### config.mk
export PLATFORM = sky130hd
export DESIGN_NAME = note_recorder
export DESIGN_NICKNAME = d
export VERILOG_FILES = /design/src/rtl/music_pkg.sv /design/src/rtl/note_encoder.sv /design/src/rtl/note_recorder.sv
export SDC_FILE = /design/constraint.sdc
export NUM_CORES = 1
export LEC_CHECK = 0
export ABC_AREA = 1
export BUFFER_PORTS_ARGS = -buffer_cell sky130_fd_sc_hd__buf_4
export CORE_UTILIZATION = 62
export DETAILED_ROUTE_END_ITERATION = 6
export GPL_TIMING_DRIVEN = 0
export MAX_ROUTING_LAYER = met4
export PLACE_DENSITY = 0.79
export SYNTH_ARGS = -nofsm -noshare
export SYNTH_HDL_FRONTEND = slang
export SYNTH_SLANG_ARGS = --single-unit
### constraint.sdc
create_clock -name clk -period 3.5 [get_ports clk]
set_input_delay 0 -clock clk [delete_from_list [all_inputs] [get_ports clk]]
set_output_delay 0 -clock clk [all_outputs]
set_load 0.005 [all_outputs]
### src/rtl/music_pkg.sv
// Constants, encodings and types shared by the note recorder and the music player.
package music_pkg;

    localparam int NOTE_W        = 5;
    localparam int DUR_W         = 4;
    localparam int NOTES_PER_OCT = 7;

    localparam logic [NOTE_W-1:0] NOTE_REST = '0;

    typedef enum logic [1:0] {
        OCT_LOW  = 2'd0,
        OCT_MID  = 2'd1,
        OCT_HIGH = 2'd2
    } oct_e;

    typedef enum logic [1:0] {
        ST_IDLE = 2'd0,
        ST_RUN  = 2'd1,
        ST_HOLD = 2'd2
    } state_e;

    typedef struct packed {
        logic [NOTE_W-1:0] note;
        logic [DUR_W-1:0]  dur;
    } score_event_t;

    // Octave code 3 is not a real octave and plays as mid.
    function automatic logic [NOTE_W-1:0] oct_base(input logic [1:0] oct);
        logic [NOTE_W-1:0] base;
        case (oct)
            OCT_LOW:  base = NOTE_W'(0);
            OCT_HIGH: base = NOTE_W'(2 * NOTES_PER_OCT);
            default:  base = NOTE_W'(NOTES_PER_OCT);
        endcase
        return base;
    endfunction

endpackage

### src/rtl/note_encoder.sv
// Priority encode of the note keys and octave into a note code.
module note_encoder
    import music_pkg::*;
(
    input  logic [6:0]        key,
    input  logic [1:0]        oct,
    output logic [NOTE_W-1:0] note
);

    // Scan downwards so the lowest pressed key is the last to assign.
    always_comb begin
        note = NOTE_REST;
        for (int i = 6; i >= 0; i--) begin
            if (key[i]) begin
                note = oct_base(oct) + NOTE_W'(i + 1);
            end
        end
    end

endmodule

### src/rtl/note_recorder.sv
// Records live key presses as quantised (note, duration) events in a score memory
// with a registered read port for the music player.
module note_recorder
    import music_pkg::*;
#(
    parameter int CLK_HZ    = 100_000_000,
    parameter int UNIT_HZ   = 8,
    parameter int DEPTH     = 64,
    parameter int MAX_UNITS = 15
) (
    input  logic              clk,
    input  logic              rst,
    input  logic              rec_en,
    input  logic [6:0]        key,
    input  logic [1:0]        oct,
    input  logic [5:0]        rd_addr,
    output logic [NOTE_W-1:0] rd_note,
    output logic [DUR_W-1:0]  rd_dur,
    output logic [6:0]        len,
    output logic              recording,
    output logic              full,
    output logic [23:0]       led
);

    localparam int UNIT_CYC = CLK_HZ / UNIT_HZ;
    localparam int PW       = (UNIT_CYC > 1) ? $clog2(UNIT_CYC) : 1;
    localparam int AW       = $clog2(DEPTH);

    logic [6:0]        key_s1, key_s2;
    logic [1:0]        oct_s1, oct_s2;
    logic [NOTE_W-1:0] enc_note, live_note;

    state_e            state, state_nx;
    logic [6:0]        len_nx;
    logic [NOTE_W-1:0] cur_note, cur_nx;
    logic [DUR_W-1:0]  units, units_nx;
    logic [PW-1:0]     presc, presc_nx;
    logic              armed, armed_nx;

    logic              wr_en;
    score_event_t      wr_ev;
    score_event_t      mem [DEPTH];

    note_encoder u_enc (
        .key  (key_s2),
        .oct  (oct_s2),
        .note (enc_note)
    );

    always_ff @(posedge clk) begin
        if (rst) begin
            key_s1    <= '0;
            key_s2    <= '0;
            oct_s1    <= '0;
            oct_s2    <= '0;
            live_note <= NOTE_REST;
        end else begin
            key_s1    <= key;
            key_s2    <= key_s1;
            oct_s1    <= oct;
            oct_s2    <= oct_s1;
            live_note <= enc_note;
        end
    end

    always_ff @(posedge clk) begin
        if (rst) begin
            state    <= ST_IDLE;
            len      <= '0;
            cur_note <= NOTE_REST;
            units    <= '0;
            presc    <= '0;
            armed    <= 1'b0;
        end else begin
            state    <= state_nx;
            len      <= len_nx;
            cur_note <= cur_nx;
            units    <= units_nx;
            presc    <= presc_nx;
            armed    <= armed_nx;
        end
    end

    always_comb begin
        state_nx   = state;
        len_nx     = len;
        cur_nx     = cur_note;
        units_nx   = units;
        presc_nx   = presc;
        armed_nx   = armed;
        wr_en      = 1'b0;
        wr_ev.note = cur_note;
        wr_ev.dur  = units;
        case (state)
            ST_IDLE: begin
                if (rec_en) begin
                    state_nx = ST_RUN;
                    len_nx   = '0;
                    cur_nx   = NOTE_REST;
                    units_nx = '0;
                    presc_nx = '0;
                    armed_nx = 1'b0;
                end
            end
            ST_RUN: begin
                if (!rec_en) begin
                    state_nx = ST_IDLE;
                    wr_en    = armed && (units != '0);
                end else if (!armed) begin
                    if (live_note != NOTE_REST) begin
                        armed_nx = 1'b1;
                        cur_nx   = live_note;
                        units_nx = '0;
                        presc_nx = '0;
                    end
                end else if (live_note != cur_note) begin
                    // Zero-unit events are key glitches and are dropped.
                    wr_en    = (units != '0);
                    cur_nx   = live_note;
                    units_nx = '0;
                    presc_nx = '0;
                end else if (presc == PW'(UNIT_CYC - 1)) begin
                    presc_nx = '0;
                    if (units == DUR_W'(MAX_UNITS - 1)) begin
                        wr_en     = 1'b1;
                        wr_ev.dur = DUR_W'(MAX_UNITS);
                        units_nx  = '0;
                    end else begin
                        units_nx = units + DUR_W'(1);
                    end
                end else begin
                    presc_nx = presc + PW'(1);
                end
                if (wr_en) begin
                    len_nx = len + 7'd1;
                    if (rec_en && len_nx == 7'(DEPTH)) begin
                        state_nx = ST_HOLD;
                    end
                end
            end
            ST_HOLD: begin
                if (!rec_en) begin
                    state_nx = ST_IDLE;
                end
            end
            default: state_nx = ST_IDLE;
        endcase
    end

    always_ff @(posedge clk) begin
        if (wr_en) begin
            mem[len[AW-1:0]] <= wr_ev;
        end
    end

    always_ff @(posedge clk) begin
        if (rst) begin
            rd_note <= NOTE_REST;
            rd_dur  <= '0;
        end else if ({1'b0, rd_addr} < len) begin
            rd_note <= mem[rd_addr].note;
            rd_dur  <= mem[rd_addr].dur;
        end else begin
            rd_note <= NOTE_REST;
            rd_dur  <= '0;
        end
    end

    assign recording = (state == ST_RUN);
    assign full      = (len == 7'(DEPTH));

    always_comb begin
        led = '0;
        if (recording && live_note != NOTE_REST) begin
            led[20:0] = 21'(1) << (live_note - NOTE_W'(1));
        end
        led[21] = recording;
        led[22] = full;
        led[23] = (state == ST_IDLE) && (len != '0);
    end

endmodule

Word-level counts from Yosys, hierarchy flattened
Memory sizes are Yosys's and may differ from the RTL's. A register that Yosys moved wholly into a read port is not among the register bits.
Index checks and enable logic that the tools add are counted.
{"block": "op_classes", "addsub": 11, "magnitude_cmp": 1, "n_eq_ne": 14, "shift": 1, "n_mux": 65, "bitwise": 1, "reduce_logical": 16}
{"cell": "$mux W24", "n": 6}
{"cell": "$mux W5", "n": 19}
{"cell": "$mux W4", "n": 13}
{"cell": "$pmux W24 S2", "n": 1}
{"cell": "$add A24 B1 Y24 const B", "n": 1}
{"cell": "$eq A24 B24 Y1 const B", "n": 1}
{"cell": "$mux W21", "n": 1}
{"cell": "$shl A1 B5 Y21 const A", "n": 1}
{"cell": "$add A5 B3 Y5 const B", "n": 4}
{"cell": "$pmux W4 S2", "n": 2}
{"cell": "$eq A7 B7 Y1 const B", "n": 2}
{"cell": "$mux W7", "n": 2}
{"cell": "$pmux W7 S2", "n": 1}
{"cell": "$mux W1", "n": 13}
{"cell": "$add A5 B2 Y5 const B", "n": 2}
{"cell": "$pmux W5 S2", "n": 1}
{"cell": "$reduce_and A5 Y1", "n": 2}
{"cell": "$mux W2", "n": 4}
{"cell": "$add A7 B1 Y7 const B", "n": 1}
{"cell": "$lt A6 B7 Y1", "n": 1}
{"cell": "$reduce_bool A7 Y1", "n": 1}
{"cell": "$pmux W2 S3", "n": 1}
{"cell": "$reduce_and A3 Y1", "n": 2}
{"cell": "$add A5 B1 Y5 const B", "n": 1}
{"cell": "20 further kinds", "n": 26}
{"block": "totals", "register_bits": 66, "ram_bits": 576, "input_bits": 18, "out_inout_bits": 42, "wordCells": 121, "memories": 1}
{"memory": "mem", "words": 64, "width": 9, "read_ports": 1, "rd_ports_with_merged_regs": 1, "wr": 1, "line_no": "note_recorder.sv:42", "text": "score_event_t mem [DEPTH];"}

Logic depth before layout (Yosys ltp)
{"block": "logic_depth", "ltp_word": 11, "ltp_mapped": 13, "ltp_nobuf": 12}

By module
A second synthesis with hierarchy kept.
{"block": "hier_totals", "hier_cells": 2603, "area_unflattened_um2": 27395.0}
{"mod": "note_recorder", "n_inst": 1, "cells_each": 2556, "area_per_inst_um2": 27183.6, "seq_area_each_um2": 18798.0}
{"mod": "note_encoder", "n_inst": 1, "cells_each": 47, "area_per_inst_um2": 211.5, "seq_area_each_um2": 0.0}

Least setup slack after synthesis
OpenSTA, ideal clock, no wires.
{"block": "synth_path", "path_type": "register to register", "start": "register cur_note[4]", "end": "memory mem[0][0] (netlist name) (data pin)", "setup_ns": 0.356, "t_arrival_ns": 2.718, "required_time_ns": 3.144, "setup_slack_ns": 0.427, "stages_incl_launch_ff": 11, "n_path_buf": 0, "period_less_slack_ns": 3.073, "cell_sequence": "dfxtp_1 -> inv_1 -> nand2_1 -> nand2_1 -> nor2_1 -> nand3_1 -> inv_2 -> nand2_1 -> inv_1 -> nand3b_1 -> nand2_1"}
{"element": "start, declared", "line_no": "note_recorder.sv:35", "text": "logic [NOTE_W-1:0] cur_note, cur_nx;"}
{"element": "start signal, assigned", "line_no": "note_recorder.sv:77", "text": "cur_note <= cur_nx;"}
{"element": "end, declared", "line_no": "note_recorder.sv:42"}

Worst setup path in the final report
{"block": "layout_path", "start": "register cur_note[1]", "end": "memory mem[4][7] (netlist name), enable pin"}
{"block": "layout_between", "elab_chain_cells": 8}
{"element": "$ne A5 B5 Y1", "line_no": "note_recorder.sv:116", "text": "end else if (live_note != cur_note) begin"}
{"element": "$mux W1", "line_no": "note_recorder.sv:116"}
{"element": "$mux W1", "line_no": "note_recorder.sv:109", "text": "end else if (!armed) begin"}
{"element": "$mux W1", "line_no": "note_recorder.sv:106", "text": "if (!rec_en) begin"}
{"element": "$mux W1 (2 in a row)", "line_no": "note_recorder.sv:94", "text": "case (state)"}
{"element": "$mux W1", "line_no": "note_recorder.sv:151", "text": "if (wr_en) begin"}
{"element": "$mux W1 (not written as such)", "line_no": "note_recorder.sv:152", "text": "mem[len[AW-1:0]] <= wr_ev;"}
No other way between the ends. The select of a mux whose other input is x is not followed.

==> flow_metrics.tcl <==
set metrics [dict create \
    crit_top_cell "nand2_1" \
    power.total_uw 16400 \
    synth_common_cells "843 x nand2_1, 576 x edfxtp_1, 496 x nand3_1" \
    synth-edff-count 576 \
    final-hold-violation-count 0 \
    synth_ff_type "edfxtp_1" \
    path_max_fanout 35 \
    hp-class "in -> reg" \
    yosysTopAreaCell "edfxtp_1" \
    min_period_ns 3.58 \
    grt_pass1_wl_um 120000 \
    rsz0062_at_grt "true" \
    wl_per_cell_um 24.5 \
    powerDensity_mw_per_mm2 520 \
    vias 20872 \
    syn_area_sq_mm 0.0275 \
    antenna_cells 0 \
    htreeDepth 2 \
    drive_above_1_share_pct 12.3 \
    wl_met2_um 38600 \
    yosysTopAreaCellShare_pct 62.9 \
    fmax_ghz 0.279 \
    grt_start_max_net_pins 65 \
    cp_data_arrival_time_ns 3.84 \
    clk_pin_slew_ns 0.06 \
    cts.sinks 651 \
    synth_seq_cells 651 \
    dr.pass1.iters 6 \
    cts_root_buf "clkbuf_16" \
    pin_count 60 \
    status "finished with violations" \
    skew_ns 0.0204 \
    synth.avg_cell_area_sq_um 10.5 \
    core_area_sq_mm 0.0434 \
    cp-start-kind "flip-flop" \
    critPathKind "reg -> reg" \
    finalCritPeriodShare_pct 102 \
    area_growth_pct 14.8 \
    p_leak_uw 0.0117 \
    cts_tree "built" \
    port_buffers 59 \
    antenna_left 0 \
    place_ws_ns -0.457 \
    die_y_um 213 \
    ir_drop_mv 0.628 \
    top_layer "met4" \
    antenna_found_initial 0 \
    drt_iter0_drc 2965 \
    wl_met3_um 10700 \
    violations "negative setup slack" \
    slowest_stage "nor2_2" \
    viasPerCell 6.14 \
    yosysUniqueCellTypes 47 \
    dp_hpwl_um 56300 \
    gr-usage-all-layers_pct 38.4 \
    ys_warn_count 0 \
    synth-seq-area-share_pct 68.4 \
    setup_viol 72 \
    numCtsBuffers 60 \
    clk_latency_ns 0.63 \
    worst_pin_slew_ns 1.04 \
    drt-total-wl_um 83200 \
    maxSlewViolCount 0 \
    crit_required_ns 3.76 \
    crit_chain "buf_12, inv_1, nand2_1, nand2_1, nor2_1, nand4_1, nand2_1, nand4_2, inv_2, nand2_1, nor2_2" \
    cp-end-kind "flip-flop" \
    worst_path_largest_cell_delay_ns 0.75 \
    overflow 0 \
    fp.dieArea_sq_mm 0.0452 \
    start_util_pct 63.4 \
    synthArstFlopShare_pct 0 \
    clk_path_buf_depth 3 \
    max_slew_margin_pct 30.6 \
    synthCells 2607 \
    fp.dieW_um 213 \
    place_congestion 1.01 \
    max_cap_viol_count 0 \
    nets 2795 \
    synth.area.top_cells "edfxtp_1 63%, nand2_1 12%, nand3_1 9.0%, dfxtp_1 5.5%, nor2_1 2.4%" \
    core.rowCount 76 \
    timing.final.ws_setup_ns -0.0805 \
    grt_pass1_vias 19684 \
    syn-num-nets 2639 \
    drc 0 \
    met1Wirelength_um 29300 \
    yosysMostFrequentCell "nand2_1" \
]
[sequential cells by signal (all words and copies together) (netlist names)]
| register | flops |
|---|---|
| live_note | 5 |
| key_s1 | 7 |
| state | 2 |
| rd_dur | 4 |
| cur_note | 5 |
| len | 7 |
| oct_s1 | 2 |
| units | 4 |
| oct_s2 | 2 |
| presc | 24 |
| mem | 576 |
| rd_note | 5 |
| key_s2 | 7 |
| armed | 1 |
[cells in the final DEF, fill, tap and decap left out, drive strengths merged, types with 3 or more instances in the layout]
master       count
clkbuf         125
dfxtp           75
a21boi           3
bufinv           9
dlygate4sd3     12
inv            105
clkinvlp         6
edfxtp         576
nor3b            4
ha              14
nand3          500
nand4           16
nor2           192
xor2             6
and3             4
a21oi           47
or2              3
o21ai           34
nor4             3
clkinv          31
buf            159
nand2          849
nor3            25
[final cells by class]
class	count	area [sq um]
plain buffers	136	634
fillers	3017	11800
inverters	106	398
clock inverters	45	462
repair buffers	94	998
multi-input cells	1714	7960
flip-flops and latches	651	18800
well taps	585	732
clock buffers	66	1550
[final timing paths]
| path | start | end | cells past startpoint | slack, ns |
|---|---|---|---|---|
| setup / recovery | cur_note[1]$_SDFFE_PP0P_ | mem[4][7]$_DFFE_PP_ | 11 | -0.08 |
| hold / removal | key[3] | key_s1[3]$_SDFF_PP0_ | 4 | 0.12 |
| setup reg to reg | cur_note[1]$_SDFFE_PP0P_ | mem[4][7]$_DFFE_PP_ | 11 | -0.08 |
| hold reg to reg | key_s1[2]$_SDFF_PP0_ | key_s2[2]$_SDFF_PP0_ | 2 | 0.40 |
[worst max-delay path: cells and delay by family, from the launching register on]
family | cells | cell delay (ns)
buf+inv | 3 | 0.53
flops | 1 | 0.61
simple gates | 8 | 2.06
[cells by family after synthesis]
logic type,synth area share (%)
xor gates and xnor gates,0.255
and+or+nand+nor,25.0
DFF,68.4
adders and majority gates,0.637
buffers and inverters,3.74
AOI/OAI and AO/OA,1.94
[per-layer routing]
| layer | global-route usage (%) | vias to the layer above |
|---|---|---|
| met2 | 59.8 | 1536 |
| met1 | 48.1 | 9788 |
| met3 | 8.30 | 273 |
| met4 | 18.6 | 0 |
| met5 | - | - |
| li1 | - | 9275 |
[metrics by stage]
step / cells / utilization, % / setup TNS (ns) / instance area [sq um] / hold WS, ns
floorplan: 2607 / - / 0 / 27500 / 0.107
global placement: 3251 / 66.1 / -1069.45 / 28700 / 0.201
detailed placement: 3259 / 66.5 / -101.35 / 28800 / 0.205
CTS: 3382 / 71.7 / -3.86 / 31100 / 0.0983
global route: 3397 / 72.7 / -31.72 / 31500 / 0.126
finish: 3397 / 72.7 / -2.32 / 31500 / 0.122
[repair_timing]
action                                  4_1_cts  5_1_grt
hold endpoints to repair                     40        0
setup buffers                                 0       15
pin swaps                                     0       11
hold buffers                                 12        0
endpoints found under the setup margin      504      504
gates resized for setup                      41       44
[power by group]
| group | switching [uW] | leakage (uW) | internal [uW] |
|---|---|---|---|
| clock | 2900 | 0.000970 | 3840 |
| combinational | 877 | 0.00496 | 329 |
| sequential | 45.7 | 0.00575 | 8420 |
| total | 3820 | 0.0117 | 12600 |
Power figures use the tool's default switching activity.
